<file path="src/rtl/parking_meter_ctrl_if.sv">
// Coin/preset inputs and remaining-time/status outputs of the parking meter controller.
interface parking_meter_ctrl_if #(
  parameter int unsigned W = 14
);
  logic [3:0]   btn;
  logic [1:0]   sw;
  logic [W-1:0] count;
  logic         expired;
  logic         low;
  logic         disp_en;
  logic         tick;

  modport master (output btn, sw, input count, expired, low, disp_en, tick);
  modport slave  (input btn, sw, output count, expired, low, disp_en, tick);
endinterface

</file>
<file path="src/rtl/parking_meter_ctrl.sv">
// Parking meter: remaining seconds with coin adds, preset loads, prescaled countdown
// and blink control for the downstream 7-segment driver.
module parking_meter_ctrl #(
  parameter int unsigned W          = 14,
  parameter int unsigned MAX_COUNT  = 9999,
  parameter int unsigned ADD0       = 50,
  parameter int unsigned ADD1       = 150,
  parameter int unsigned ADD2       = 200,
  parameter int unsigned ADD3       = 500,
  parameter int unsigned PRESET0    = 10,
  parameter int unsigned PRESET1    = 205,
  parameter int unsigned LOW_THRESH = 200,
  parameter int unsigned TICK_DIV   = 100000000
) (
  input  logic                clk,
  input  logic                rst_n,
  parking_meter_ctrl_if.slave io_bus
);

  localparam int unsigned SW = W + 3;
  localparam int unsigned PW = (TICK_DIV > 2) ? $clog2(TICK_DIV) : 1;
  localparam logic [PW-1:0] PCNT_LAST = PW'(TICK_DIV - 1);
  localparam logic [PW-1:0] PCNT_HALF = PW'(TICK_DIV / 2 - 1);

  logic [3:0]    r_btn_s1, r_btn_s2, r_btn_s3, r_btn_arm;
  logic [1:0]    r_sw_s1, r_sw_s2, r_sw_s3, r_sw_arm;
  logic [1:0]    r_vld;
  logic [PW-1:0] r_pcnt;
  logic [W-1:0]  r_count;
  logic          r_half_ph;
  logic          r_sec_ph;

  logic [3:0]    w_btn_rise;
  logic [1:0]    w_sw_rise;
  logic          w_tick;
  logic          w_half;
  logic [SW-1:0] w_sum;
  logic [SW-1:0] w_dec;
  logic [W-1:0]  w_clamp;
  logic [W-1:0]  w_count_d;
  logic          w_wake;
  logic          w_expired;
  logic          w_low;

  // An input must be seen low after reset before its edges count, so a button
  // held through reset release does not act until it is released and pressed again.
  assign w_btn_rise = r_btn_s2 & ~r_btn_s3 & r_btn_arm;
  assign w_sw_rise  = r_sw_s2 & ~r_sw_s3 & r_sw_arm;

  assign w_tick = (r_pcnt == PCNT_LAST);
  assign w_half = (r_pcnt == PCNT_HALF) || w_tick;

  always_comb begin
    w_sum = {3'b000, r_count};
    if (w_btn_rise[0]) w_sum = w_sum + SW'(ADD0);
    if (w_btn_rise[1]) w_sum = w_sum + SW'(ADD1);
    if (w_btn_rise[2]) w_sum = w_sum + SW'(ADD2);
    if (w_btn_rise[3]) w_sum = w_sum + SW'(ADD3);
    w_dec = w_sum;
    if (w_tick && (w_sum != '0)) w_dec = w_sum - SW'(1);
    w_clamp = (w_dec > SW'(MAX_COUNT)) ? W'(MAX_COUNT) : w_dec[W-1:0];
    w_wake  = (|w_btn_rise) && (r_count == '0) && (w_clamp != '0);
    if (w_sw_rise[1]) begin
      w_count_d = W'(PRESET1);
    end else if (w_sw_rise[0]) begin
      w_count_d = W'(PRESET0);
    end else begin
      w_count_d = w_clamp;
    end
  end

  always_ff @(posedge clk or negedge rst_n) begin
    if (!rst_n) begin
      r_btn_s1  <= '0;
      r_btn_s2  <= '0;
      r_btn_s3  <= '0;
      r_btn_arm <= '0;
      r_sw_s1   <= '0;
      r_sw_s2   <= '0;
      r_sw_s3   <= '0;
      r_sw_arm  <= '0;
      r_vld     <= '0;
      r_pcnt    <= '0;
      r_count   <= '0;
      r_half_ph <= 1'b1;
      r_sec_ph  <= 1'b1;
    end else begin
      r_btn_s1 <= io_bus.btn;
      r_btn_s2 <= r_btn_s1;
      r_btn_s3 <= r_btn_s2;
      r_sw_s1  <= io_bus.sw;
      r_sw_s2  <= r_sw_s1;
      r_sw_s3  <= r_sw_s2;
      // r_vld[1] marks that the second sync stage holds a real post-reset sample.
      r_vld    <= {r_vld[0], 1'b1};
      if (r_vld[1]) begin
        r_btn_arm <= r_btn_arm | ~r_btn_s2;
        r_sw_arm  <= r_sw_arm | ~r_sw_s2;
      end
      r_count <= w_count_d;
      r_pcnt  <= ((|w_sw_rise) || w_tick) ? '0 : r_pcnt + PW'(1);
      if ((|w_sw_rise) || w_wake) begin
        r_half_ph <= 1'b1;
        r_sec_ph  <= 1'b1;
      end else begin
        if (w_half) r_half_ph <= ~r_half_ph;
        if (w_tick) r_sec_ph  <= ~r_sec_ph;
      end
    end
  end

  assign w_expired = (r_count == '0);
  assign w_low     = !w_expired && (r_count < W'(LOW_THRESH));

  assign io_bus.count   = r_count;
  assign io_bus.tick    = w_tick;
  assign io_bus.expired = w_expired;
  assign io_bus.low     = w_low;
  assign io_bus.disp_en = w_expired ? r_half_ph : (w_low ? r_sec_ph : 1'b1);

endmodule
</file>
<file path="src/flat_wrapper.sv">
// flat-port wrapper written by rule: the top's interface ports become plain ports
module parking_meter_ctrl_flat 
#(
  parameter int unsigned W          = 14,
  parameter int unsigned MAX_COUNT  = 9999,
  parameter int unsigned ADD0       = 50,
  parameter int unsigned ADD1       = 150,
  parameter int unsigned ADD2       = 200,
  parameter int unsigned ADD3       = 500,
  parameter int unsigned PRESET0    = 10,
  parameter int unsigned PRESET1    = 205,
  parameter int unsigned LOW_THRESH = 200,
  parameter int unsigned TICK_DIV   = 100000000
)
  (clk, rst_n, io_bus_btn, io_bus_sw, io_bus_count, io_bus_expired, io_bus_low, io_bus_disp_en, io_bus_tick);
  parking_meter_ctrl_if #(.W(W)) io_bus_i ();
  input  logic clk;
  input  logic rst_n;
  input wire logic [$bits(io_bus_i.btn)-1:0] io_bus_btn;
  input wire logic [$bits(io_bus_i.sw)-1:0] io_bus_sw;
  output wire logic [$bits(io_bus_i.count)-1:0] io_bus_count;
  output wire logic [$bits(io_bus_i.expired)-1:0] io_bus_expired;
  output wire logic [$bits(io_bus_i.low)-1:0] io_bus_low;
  output wire logic [$bits(io_bus_i.disp_en)-1:0] io_bus_disp_en;
  output wire logic [$bits(io_bus_i.tick)-1:0] io_bus_tick;
  assign io_bus_i.btn = io_bus_btn;
  assign io_bus_i.sw = io_bus_sw;
  assign io_bus_count = io_bus_i.count;
  assign io_bus_expired = io_bus_i.expired;
  assign io_bus_low = io_bus_i.low;
  assign io_bus_disp_en = io_bus_i.disp_en;
  assign io_bus_tick = io_bus_i.tick;
  parking_meter_ctrl #(.W(W), .MAX_COUNT(MAX_COUNT), .ADD0(ADD0), .ADD1(ADD1), .ADD2(ADD2), .ADD3(ADD3), .PRESET0(PRESET0), .PRESET1(PRESET1), .LOW_THRESH(LOW_THRESH), .TICK_DIV(TICK_DIV)) u_core (.clk(clk), .rst_n(rst_n), .io_bus(io_bus_i));
endmodule
</file>
<file path="config.mk">
export PLATFORM = sky130hd
export DESIGN_NAME = parking_meter_ctrl_flat
export DESIGN_NICKNAME = d
export VERILOG_FILES = /design/src/rtl/parking_meter_ctrl_if.sv /design/src/rtl/parking_meter_ctrl.sv /design/src/flat_wrapper.sv
export SDC_FILE = /design/constraint.sdc
export NUM_CORES = 1
export LEC_CHECK = 0
export ABC_CLOCK_PERIOD_IN_PS = 13200
export CORE_MARGIN = 1.5
export CORE_UTILIZATION = 65
export CTS_CLUSTER_DIAMETER = 60
export DETAILED_ROUTE_END_ITERATION = 10
export MAX_ROUTING_LAYER = met4
export PLACE_DENSITY = 0.85
export SYNTH_ARGS = -nofsm -noshare
export SYNTH_HDL_FRONTEND = slang
export SYNTH_SLANG_ARGS = --single-unit
</file>
<file path="constraint.sdc">
create_clock -name clk -period 13.2 [get_ports clk]
set_input_delay 3.3 -clock clk [delete_from_list [all_inputs] [get_ports clk]]
set_output_delay 3.3 -clock clk [all_outputs]
set_load 0.005 [all_outputs]
</file>
==> summary.txt <==
PostCTS Resize Cnt: 0
Number of diodes: 0
Fraction of the mapped netlist area in adder cells: 1.671%
Via count of the first global-routing pass: 4426
Most used DFF post-synth: dfrtp_1
Share of layout cells above drive strength 1: 8.784%
Final WL: 12.43 mm
Postcts setup bufs: 0
Seq/Total Area, Yosys: 33.96%
Outcome: finished, final reports clean
PortBufs: 25
Pwr dens: 177.3 mW/mm^2
Mux cell area share after synthesis: 1.892%
Die height: 91.51 microns
Reg2reg start: u_core.io_bus.count[1]
Skew final: 9.346 ps
Worst r2r path cells: 18
Sum Neg Setup Slack: 0 ps
Hold Vio Cnt, Final: 0
Initial antenna violation count: 0
Relative slew slack: 29.84%
Slew Viols, Final: 0
DRT antenna net count: 0
Syn avg cell area: 8.950 sq um
Final Power: 0.9976 mW
Chip width: 91.51 microns
Async set or reset register ratio after synthesis: 100.0%
DRC errors left: 0
Worst-path clk slew: 80 ps
CTS Buffer Depth: 2
First-pass GRT wire length: 20.86 mm
DPL Wire Length: 9.187 mm
H-tree depth: 3
Worst slew pin tran: 1052 ps
Simple-gate area share of the yosys netlist: 26.31%
Congestion Overflow GR: 0
Final core occ: 73.56%
CTS Buf Count: 9
Std-Cell Rows: 32
I/O Pins: 26
Synthesized cell area: 0.005092 sq mm
Fillcell total: 556
CTS root buf: clkbuf_8
Clk Latency, worst-skew pair: 350 ps
R2R Setup Slk: 7210 ps
Cells after DPL: 678
Arr. time, crit path: 6210 ps
Die Area: 0.008374 sq mm
Pin count of the biggest net entering global routing: 70
Hold Buf Count CTS: 0
Tcrit/Tclk final: 45.38%
Final setup vio count: 0
Compound-Gate Fraction of Synth Area: 20.44%
CP endpoint kind: flip-flop
RSZ-0062 raised after global routing: no
Post-synth EDFFs: 0
GP Congestion: 1.005
Max Cap Viol: 0
Syn-to-layout area delta: 10.47%
Post-layout min period: 5990 ps
CP Class: flip-flop to flip-flop
Wire length per cell: 17.91 microns
DR vias: 4526
Final Non-Filler Cells: 694
Post-synthesis cell type count: 86
Worst Hold Class: flip-flop to flip-flop
Seq cells post-synth: 69
Iter 0 DRT Violations: 300
Fmax: 167.0 MHz
Post-DP Area: 0.005386 sq mm
Post-Synthesis Cells: 569
GRT Total Usage: 31.95%
Sink Count: 69
Final instance area: 0.005625 sq mm
Critical Path End: u_core.io_bus.count[2]
Post-Synth XOR/XNOR Area: 12.73%
DR vias/cell: 6.522
Final Net Count: 601
R2R Path End: u_core.io_bus.count[2]
Synth Net Count: 583
Peak supply drop: 0.1542 mV
Critical path startpoint category: flip-flop
Leakage power: 2.204 nW
Worst setup path startpoint: u_core.io_bus.count[1]
Initial Util: 66.59%
Largest family of logic cells by synthesized area: simple AND/OR/NAND/NOR gates
CP Data Required Time: 13420 ps
Core Region: 0.007647 sq mm
CP Max Fanout: 13
CTS tree: built
Yosys warns: 0
TritonRoute pass-1 iters: 5
[cell families (layout without fill, tap and decap cells)]
group / count (synthesis) / in the layout
AO/OA/AOI/OAI: 132 / 132
flip-flops: 69 / 69
buffers and inverters: 33 / 56
adder cells (fa/ha/maj): 7 / 7
multiplexers: 9 / 9
other: 1 / 1
AND/OR/NAND/NOR: 249 / 249
XOR/XNOR: 69 / 69
[cell usage in the layout (no fill, tap or decap), types with 9 or more instances in the layout]
cell             instances
dfrtp_1                 67
nor2_1                  66
nand2_1                 41
xnor2_1                 36
xor2_1                  28
clkdlybuf4s50_1         24
nand3_1                 23
nor3_1                  20
o21ai_0                 18
a21oi_1                 18
nand4_1                 16
inv_1                   13
and2_1                  13
and3_1                  10
a21o_1                  10
or3_1                    9
o211ai_1                 9
clkbuf_8                 9
[synthesized netlist by cell type (3+ instances only)]
library cell / count / area (sq um)
a22oi_1: 3 / 22.52
nand3_1: 23 / 115.1
nor2_1: 66 / 247.7
nor3_1: 20 / 100.1
nor3b_1: 4 / 30.03
o21ai_1: 4 / 20.02
nand4_1: 16 / 100.1
o21ai_0: 18 / 90.09
and4_1: 4 / 35.03
o31ai_1: 5 / 37.54
or3_1: 9 / 56.30
nand2_1: 41 / 153.9
a211o_1: 5 / 43.79
a211oi_1: 6 / 45.04
xor2_1: 28 / 245.2
mux2i_1: 7 / 70.07
nor4_1: 6 / 37.54
nor2b_1: 4 / 25.02
and2_1: 13 / 81.33
buf_2: 5 / 25.02
and3b_1: 3 / 26.28
a21oi_1: 18 / 90.09
a31oi_1: 7 / 43.79
a21o_1: 10 / 75.07
ha_1: 6 / 75.07
o211a_1: 3 / 30.03
o211ai_1: 9 / 67.56
clkbuf_1: 11 / 41.29
dfrtp_1: 67 / 1677
inv_1: 13 / 48.80
xnor2_2: 3 / 48.80
and3_1: 10 / 62.56
or2_2: 6 / 37.54
or4_1: 3 / 22.52
o2111ai_1: 3 / 26.28
o21a_1: 4 / 30.03
a41o_1: 3 / 30.03
nand4b_1: 4 / 35.03
or2_1: 3 / 18.77
xnor2_1: 36 / 315.3
[area by class of cell]
class	instances	area, sq um	share of cell area (%)
Clock buffer	10	127.6	2.269
Clock inverter	6	111.4	1.980
Inverter	13	48.80	0.8674
Multi-Input combinational cell	467	3221	57.25
Sequential cell	69	1729	30.74
Tap cell	102	127.6	2.269
Timing Repair Buffer	27	260.3	4.626
[flip-flops by register name, summed over array words and instances (netlist names)]
| name | flops |
|---|---|
| u_core.r_half_ph | 1 |
| u_core.r_btn_s2 | 4 |
| u_core.r_vld | 2 |
| u_core.r_sec_ph | 1 |
| u_core.r_btn_s3 | 4 |
| u_core.r_btn_arm | 4 |
| u_core.r_sw_s1 | 2 |
| u_core.io_bus.count | 14 |
| u_core.r_sw_s2 | 2 |
| u_core.r_pcnt | 27 |
| u_core.r_btn_s1 | 4 |
| u_core.r_sw_arm | 2 |
| u_core.r_sw_s3 | 2 |
[critical path, cell delays in order (launching register included)]
cell and delay [ps]:
dfrtp_1 530, ha_1 350, nand4b_1 240, xor2_2 450
o21ai_0 260, xnor2_1 220, ha_1 360, a2111oi_0 440
xor2_1 130, a32o_1 240, xnor2_1 380, and3_1 310
nand3b_1 230, nor2_1 190, o21ai_0 110, o22ai_1 810
o211ai_1 250, o21ai_0 270, nor2_1 90
[per-layer routing]
layer | vias to the layer above | part of all wire, % | track usage, % | wire length [microns]
met4 | 0 | 3.5 | 14.71 | 439
met1 | 2180 | 43 | 41.03 | 5395
met5 | - | 0 | - | 0
met3 | 42 | 5.4 | 4.606 | 674
met2 | 168 | 48 | 50.06 | 5917
li1 | 2136 | - | - | -
[report_power, final]
part	internal [mW]	total (mW)	switching (mW)
logic	0.203	0.525	0.322
registers	0.228	0.267	0.0385
clock network	0.126	0.206	0.0805
total	0.557	0.998	0.441
[how the worst min path moves through the flow]
stage / startpoint / end / cells past startpoint
6_report: u_core.r_btn_s1[1] / u_core.r_btn_s2[1] / 0
2_1_floorplan: u_core.r_btn_s1[0] / u_core.r_btn_s2[0] / 0
4_1_cts: u_core.r_btn_s1[0] / u_core.r_btn_s2[0] / 0
3_3_place_gp: u_core.r_btn_s1[2] / u_core.r_btn_s2[2] / 0
5_1_grt: u_core.r_sw_s1[1] / u_core.r_sw_s2[1] / 0
3_5_place_dp: u_core.r_btn_s1[0] / u_core.r_btn_s2[0] / 0
[through the flow]
stage / hold slack (ps) / setup WS (ps)
after CTS: 354.7 / 7352
final: 352.1 / 7210
after global placement: 331.4 / 7750
after detailed placement: 337.9 / 7380
after global routing: 357.7 / 6773
after floorplan: 331.2 / 7931
Power figures use the tool's default switching activity.
